[src/rtl/aes_round_ctrl_param_if.sv]
// Handshake and status bundle between the AES round sequencer and its host/datapath.
// The host drives the master side; the sequencer implements the slave side.
interface aes_round_ctrl_param_if #(
  parameter int CNT_W = 4
) ();
  logic             start;
  logic [1:0]       key_len;
  logic             decrypt;
  logic             stall;
  logic             out_ready;
  logic             in_ready;
  logic             busy;
  logic             sel;
  logic             last_round;
  logic [CNT_W-1:0] round_cnt;
  logic [CNT_W-1:0] key_idx;
  logic             out_valid;
  logic             cfg_err;

  modport master (
    output start, key_len, decrypt, stall, out_ready,
    input  in_ready, busy, sel, last_round, round_cnt, key_idx, out_valid, cfg_err
  );

  modport slave (
    input  start, key_len, decrypt, stall, out_ready,
    output in_ready, busy, sel, last_round, round_cnt, key_idx, out_valid, cfg_err
  );
endinterface

[src/rtl/aes_round_ctrl_param.sv]
// AES round sequencer for 10/12/14 rounds with encrypt/decrypt round-key ordering,
// start/ready intake, valid/ready result hold and a datapath stall.
//
//  state   | meaning
//  --------+---------------------------------------------------------------
//  S_IDLE  | waiting for start; in_ready=1
//  S_INIT  | initial AddRoundKey, round_cnt=0, sel=0
//  S_ROUND | rounds 1..Nr-1, sel=1
//  S_FINAL | round Nr, MixColumns bypassed (last_round=1)
//  S_HOLD  | result valid, waiting for out_ready
module aes_round_ctrl_param #(
  parameter int CNT_W  = 4,
  parameter int NR_128 = 10,
  parameter int NR_192 = 12,
  parameter int NR_256 = 14
) (
  input  logic                   clk,
  input  logic                   rst,
  aes_round_ctrl_param_if.slave  bus
);

  typedef enum logic [2:0] {
    S_IDLE  = 3'd0,
    S_INIT  = 3'd1,
    S_ROUND = 3'd2,
    S_FINAL = 3'd3,
    S_HOLD  = 3'd4
  } state_t;

  state_t           state_q, state_d;
  logic [CNT_W-1:0] cnt_q, cnt_d;
  logic [CNT_W-1:0] nr_q, nr_d;
  logic             dec_q, dec_d;
  logic             cfg_err_q, cfg_err_d;

  always_ff @(posedge clk) begin
    if (rst) begin
      state_q   <= S_IDLE;
      cnt_q     <= '0;
      nr_q      <= CNT_W'(NR_128);
      dec_q     <= 1'b0;
      cfg_err_q <= 1'b0;
    end else begin
      state_q   <= state_d;
      cnt_q     <= cnt_d;
      nr_q      <= nr_d;
      dec_q     <= dec_d;
      cfg_err_q <= cfg_err_d;
    end
  end

  always_comb begin
    state_d   = state_q;
    cnt_d     = cnt_q;
    nr_d      = nr_q;
    dec_d     = dec_q;
    cfg_err_d = 1'b0;
    unique case (state_q)
      S_IDLE: begin
        if (bus.start) begin
          state_d = S_INIT;
          cnt_d   = '0;
          dec_d   = bus.decrypt;
          unique case (bus.key_len)
            2'b01:   nr_d = CNT_W'(NR_192);
            2'b10:   nr_d = CNT_W'(NR_256);
            default: nr_d = CNT_W'(NR_128);
          endcase
          cfg_err_d = (bus.key_len == 2'b11);
        end
      end
      S_INIT: begin
        if (!bus.stall) begin
          state_d = S_ROUND;
          cnt_d   = CNT_W'(1);
        end
      end
      S_ROUND: begin
        if (!bus.stall) begin
          cnt_d = cnt_q + CNT_W'(1);
          if (cnt_q == nr_q - CNT_W'(1)) state_d = S_FINAL;
        end
      end
      S_FINAL: begin
        if (!bus.stall) state_d = S_HOLD;
      end
      S_HOLD: begin
        if (bus.out_ready) begin
          state_d = S_IDLE;
          cnt_d   = '0;
        end
      end
      default: begin
        state_d = S_IDLE;
        cnt_d   = '0;
      end
    endcase
  end

  // Every output is a decode of registered state; in_ready is the only one the host
  // may combine with start in the same cycle.
  assign bus.in_ready   = (state_q == S_IDLE);
  assign bus.busy       = (state_q != S_IDLE);
  assign bus.sel        = (state_q == S_ROUND) || (state_q == S_FINAL) || (state_q == S_HOLD);
  assign bus.last_round = (state_q == S_FINAL);
  assign bus.out_valid  = (state_q == S_HOLD);
  assign bus.round_cnt  = cnt_q;
  assign bus.key_idx    = dec_q ? (nr_q - cnt_q) : cnt_q;
  assign bus.cfg_err    = cfg_err_q;

endmodule

[src/flat_wrapper.sv]
// flat-port wrapper written by rule: the top's interface ports become plain ports
module aes_round_ctrl_param_flat 
#(
  parameter int CNT_W  = 4,
  parameter int NR_128 = 10,
  parameter int NR_192 = 12,
  parameter int NR_256 = 14
)
  (clk, rst, bus_start, bus_key_len, bus_decrypt, bus_stall, bus_out_ready, bus_in_ready, bus_busy, bus_sel, bus_last_round, bus_round_cnt, bus_key_idx, bus_out_valid, bus_cfg_err);
  aes_round_ctrl_param_if #(.CNT_W(CNT_W)) bus_i ();
  input  logic clk;
  input  logic rst;
  input wire logic [$bits(bus_i.start)-1:0] bus_start;
  input wire logic [$bits(bus_i.key_len)-1:0] bus_key_len;
  input wire logic [$bits(bus_i.decrypt)-1:0] bus_decrypt;
  input wire logic [$bits(bus_i.stall)-1:0] bus_stall;
  input wire logic [$bits(bus_i.out_ready)-1:0] bus_out_ready;
  output wire logic [$bits(bus_i.in_ready)-1:0] bus_in_ready;
  output wire logic [$bits(bus_i.busy)-1:0] bus_busy;
  output wire logic [$bits(bus_i.sel)-1:0] bus_sel;
  output wire logic [$bits(bus_i.last_round)-1:0] bus_last_round;
  output wire logic [$bits(bus_i.round_cnt)-1:0] bus_round_cnt;
  output wire logic [$bits(bus_i.key_idx)-1:0] bus_key_idx;
  output wire logic [$bits(bus_i.out_valid)-1:0] bus_out_valid;
  output wire logic [$bits(bus_i.cfg_err)-1:0] bus_cfg_err;
  assign bus_i.start = bus_start;
  assign bus_i.key_len = bus_key_len;
  assign bus_i.decrypt = bus_decrypt;
  assign bus_i.stall = bus_stall;
  assign bus_i.out_ready = bus_out_ready;
  assign bus_in_ready = bus_i.in_ready;
  assign bus_busy = bus_i.busy;
  assign bus_sel = bus_i.sel;
  assign bus_last_round = bus_i.last_round;
  assign bus_round_cnt = bus_i.round_cnt;
  assign bus_key_idx = bus_i.key_idx;
  assign bus_out_valid = bus_i.out_valid;
  assign bus_cfg_err = bus_i.cfg_err;
  aes_round_ctrl_param #(.CNT_W(CNT_W), .NR_128(NR_128), .NR_192(NR_192), .NR_256(NR_256)) u_core (.clk(clk), .rst(rst), .bus(bus_i));
endmodule
[config.mk]
export PLATFORM = sky130hd
export DESIGN_NAME = aes_round_ctrl_param_flat
export DESIGN_NICKNAME = d
export VERILOG_FILES = /design/src/rtl/aes_round_ctrl_param_if.sv /design/src/rtl/aes_round_ctrl_param.sv /design/src/flat_wrapper.sv
export SDC_FILE = /design/constraint.sdc
export NUM_CORES = 1
export LEC_CHECK = 0
export ABC_AREA = 1
export ABC_CLOCK_PERIOD_IN_PS = 2200
export CAP_MARGIN = 30
export CORE_ASPECT_RATIO = 1.5
export CORE_MARGIN = 2
export CORE_UTILIZATION = 30
export DETAILED_ROUTE_END_ITERATION = 16
export PLACE_DENSITY = 0.61
export SLEW_MARGIN = 40
export SYNTH_ARGS = -nofsm -noshare
export SYNTH_HDL_FRONTEND = slang
export SYNTH_SLANG_ARGS = --single-unit
[constraint.sdc]
create_clock -name clk -period 2.2 [get_ports clk]
set_input_delay 0.44 -clock clk [delete_from_list [all_inputs] [get_ports clk]]
set_output_delay 0.44 -clock clk [all_outputs]
set_load 0.05 [all_outputs]
==> flow_summary.json <==
{
  "max_cap_viol_count": 0,
  "syn_area_per_cell_sq_um": 6.87,
  "setup_viol_count_final": 0,
  "firstDrtPassIters": 4,
  "cts_tree": "built",
  "cts_root_buf": "clkbuf_8",
  "vias": 786,
  "p_leak_nw": 0.539,
  "yosys.area_share.simple_pct": 34.1,
  "grt_overflow": 0,
  "die_area_sq_um": 3140,
  "power_density_nw_per_um2": 1340,
  "final_cells": 182,
  "fin_crit_ps": 2110,
  "core-area_sq_um": 2620,
  "outcome": "complete, no violations",
  "ios": 22,
  "max_stage_delay_ps": 370,
  "syn-cell-area_sq_um": 811,
  "synthAdderAreaFrac_pct": 13.3,
  "critPathCaptureType": "primary output",
  "drt-initial-drc-count": 15,
  "ctsHoldBuffers": 0,
  "antenna_left": 0,
  "synth_top_family_by_area": "simple AND/OR/NAND/NOR gates",
  "path_class": "flop to primary output",
  "synth-compound-area-share_pct": 10.5,
  "nets": 162,
  "vias_per_cell": 4.32,
  "synthMuxAreaShare_pct": 0,
  "crit_buf_inv": 3,
  "initial_utilization_pct": 31.0,
  "crit_path_top_delay_cell": "dfxtp_4",
  "fin_ws_ps": 90.3,
  "cp_top_family": "flip-flops",
  "worstPathArrival_ps": 1670,
  "antenna_cells": 0,
  "pre_cts_ws_ps": 179,
  "grtUsageTotal_pct": 13.3,
  "max_freq_mhz": 474,
  "hp-class": "flop to flop",
  "r2r_cells": 8,
  "ys.flop_type": "dfxtp_1",
  "h-tree-depth": 1,
  "seq_area_frac_synth_pct": 27.2,
  "clk-insertion-delay-late_ps": 230,
  "wirelength_um": 1770,
  "fin_tns_setup_ps": 0,
  "drc": 0,
  "antenna_found_initial": 0,
  "syn_inst": 118,
  "synth.distinct_cells": 21,
  "finClkSkew_ps": 2.16,
  "dp.cells": 177,
  "die_h_um": 67.7,
  "synth_edf_count": 0,
  "synth_nets": 134,
  "relSlewSlack_pct": 67.1,
  "yosysWarnings": 0,
  "critical_path.max_fanout": 4,
  "die_w_um": 46.4,
  "dpl_cell_area_sq_um": 1130,
  "worstSetupStartpointType": "flop",
  "dp_hpwl_um": 1460,
  "num-fill-cells": 252,
  "fin_crit_sh_pct": 95.9,
  "cp.depth": 8,
  "drv_slew": 0,
  "finalHoldViolCount": 0,
  "routabilityCongestion": 0.797,
  "path_clk_slew_ps": 50,
  "worstPathCellList": "inv_4 -> ha_4 -> inv_2 -> nor2_1 -> o21ai_1 -> a21oi_2 -> xor2_4 -> buf_12",
  "first_global_vias": 738,
  "worstPathRequired_ps": 1760,
  "wire_per_inst_um": 9.73,
  "area_delta_synth_final_pct": 47.8,
  "tightest_slew_ps": 492,
  "grt_max_degree": 10,
  "synth-seq-cells": 11,
  "drive_gt1_share_pct": 20.7,
  "numCtsBuffers": 3,
  "cts_buffer_depth": 2,
  "io_buffer_count": 21,
  "vdd_drop_max_mv": 0.926,
  "whs_path_depth": 2,
  "grt_pass1_wl_um": 3020,
  "synth-xor-area-share_pct": 4.32,
  "synthArstFlopShare_pct": 0,
  "stdcell_area_sq_um": 1200,
  "clock-sinks": 11,
  "row_count": 23
}
final cells by class:
class                           instances  area [sq um]  area share [%]
Multi-Input combinational cell         85           549            45.8
Clock buffer                            4          45.0            3.76
Timing Repair Buffer                   24           251            21.0
Tap cell                               37          46.3            3.86
Inverter                               21          81.3            6.78
Sequential cell                        11           225            18.8
what timing repair did:
action,in CTS,in global routing
setup endpoints to repair,2,1
hold endpoints to repair,0,0
buffers inserted,0,1
resized for setup,2,6
pin swaps,0,3
metrics by stage:
| step | hold slack (ps) | utilization (%) | total power [mW] |
|---|---|---|---|
| after floorplan | 448 | - | 1.12 |
| after global placement | 479 | 43.0 | 1.40 |
| after detailed placement | 479 | 43.0 | 1.41 |
| after CTS | 486 | 44.8 | 1.61 |
| after global routing | 524 | 45.8 | 1.75 |
| final | 484 | 45.8 | 1.61 |
Yosys cell counts (2+ instances only):
master    instances  area, sq um
a21oi_1           9         45.0
dfxtp_1          11          220
ha_1              7         87.6
inv_1            21         78.8
nand2_1          25         93.8
nand3_1           6         30.0
nand3b_1          2         15.0
nor2_1           14         52.6
nor3_4            2         32.5
o21ai_0           8         40.0
xor2_1            3         26.3
registers in the layout, indices dropped and copies added, names as in the netlist:
register,cells
u_core.bus.cfg_err,1
u_core.nr_q,2
u_core.dec_q,1
u_core.bus.round_cnt,4
u_core.state_q,3
cell usage in the layout, fill, tap and decap left out:
cell / n
nor3_4: 2
xor2_4: 1
nand2_2: 1
xor2_1: 2
and2_1: 1
dfxtp_4: 1
or2_2: 1
clkdlybuf4s50_1: 13
nand3_1: 6
nor2_2: 2
dfxtp_2: 1
nand2_1: 25
o21ai_2: 2
clkbuf_8: 3
buf_4: 7
xnor2_1: 1
nor2_4: 1
nand3_2: 1
inv_1: 19
ha_4: 1
inv_2: 1
o21ai_0: 5
nand4_1: 1
dfxtp_1: 9
nor2_1: 13
o21ai_1: 1
dlygate4sd2_1: 1
fa_1: 1
a21oi_2: 1
clkbuf_1: 1
ha_1: 6
a21oi_1: 8
buf_12: 3
nand3b_1: 2
inv_4: 1
where the power goes:
group	total, mW	switching, mW	internal, mW
registers	0.326	0.0745	0.252
clock network	0.199	0.0722	0.127
logic	1.09	0.713	0.373
kinds of logic after synthesis:
| family | count (synthesis) |
|---|---|
| buf+inv | 22 |
| xor+xnor | 4 |
| compound gates | 17 |
| fa+ha+maj | 8 |
| simple gates | 56 |
| flops | 11 |
layer usage:
layer  wire, um  vias to the layer above  global-route usage (%)
met3         74                        2                    2.41
met1        720                      341                    15.0
met4         20                        0                    5.36
met2        956                       17                    23.4
met5          0                        -                       0
li1           -                      426                       -
worst reg2reg max path, cell delays in order, from the launching register on:
cell	delay, ps
dfxtp_1	380
inv_1	90
ha_1	300
or2_2	270
nand3_1	80
nand2_1	80
nand3_2	100
and2_1	120
nor2_1	40
worst paths after layout:
path,startpoint,endpoint,slack [ps]
worst max-delay path,u_core.bus.round_cnt[1],bus_key_idx[3],90
worst min-delay path,u_core.nr_q[2],u_core.nr_q[2],480
worst max register to register,u_core.nr_q[1],u_core.state_q[2],620
worst min register to register,u_core.nr_q[2],u_core.nr_q[2],480
Note: power is estimated with default switching activity, not from simulation.
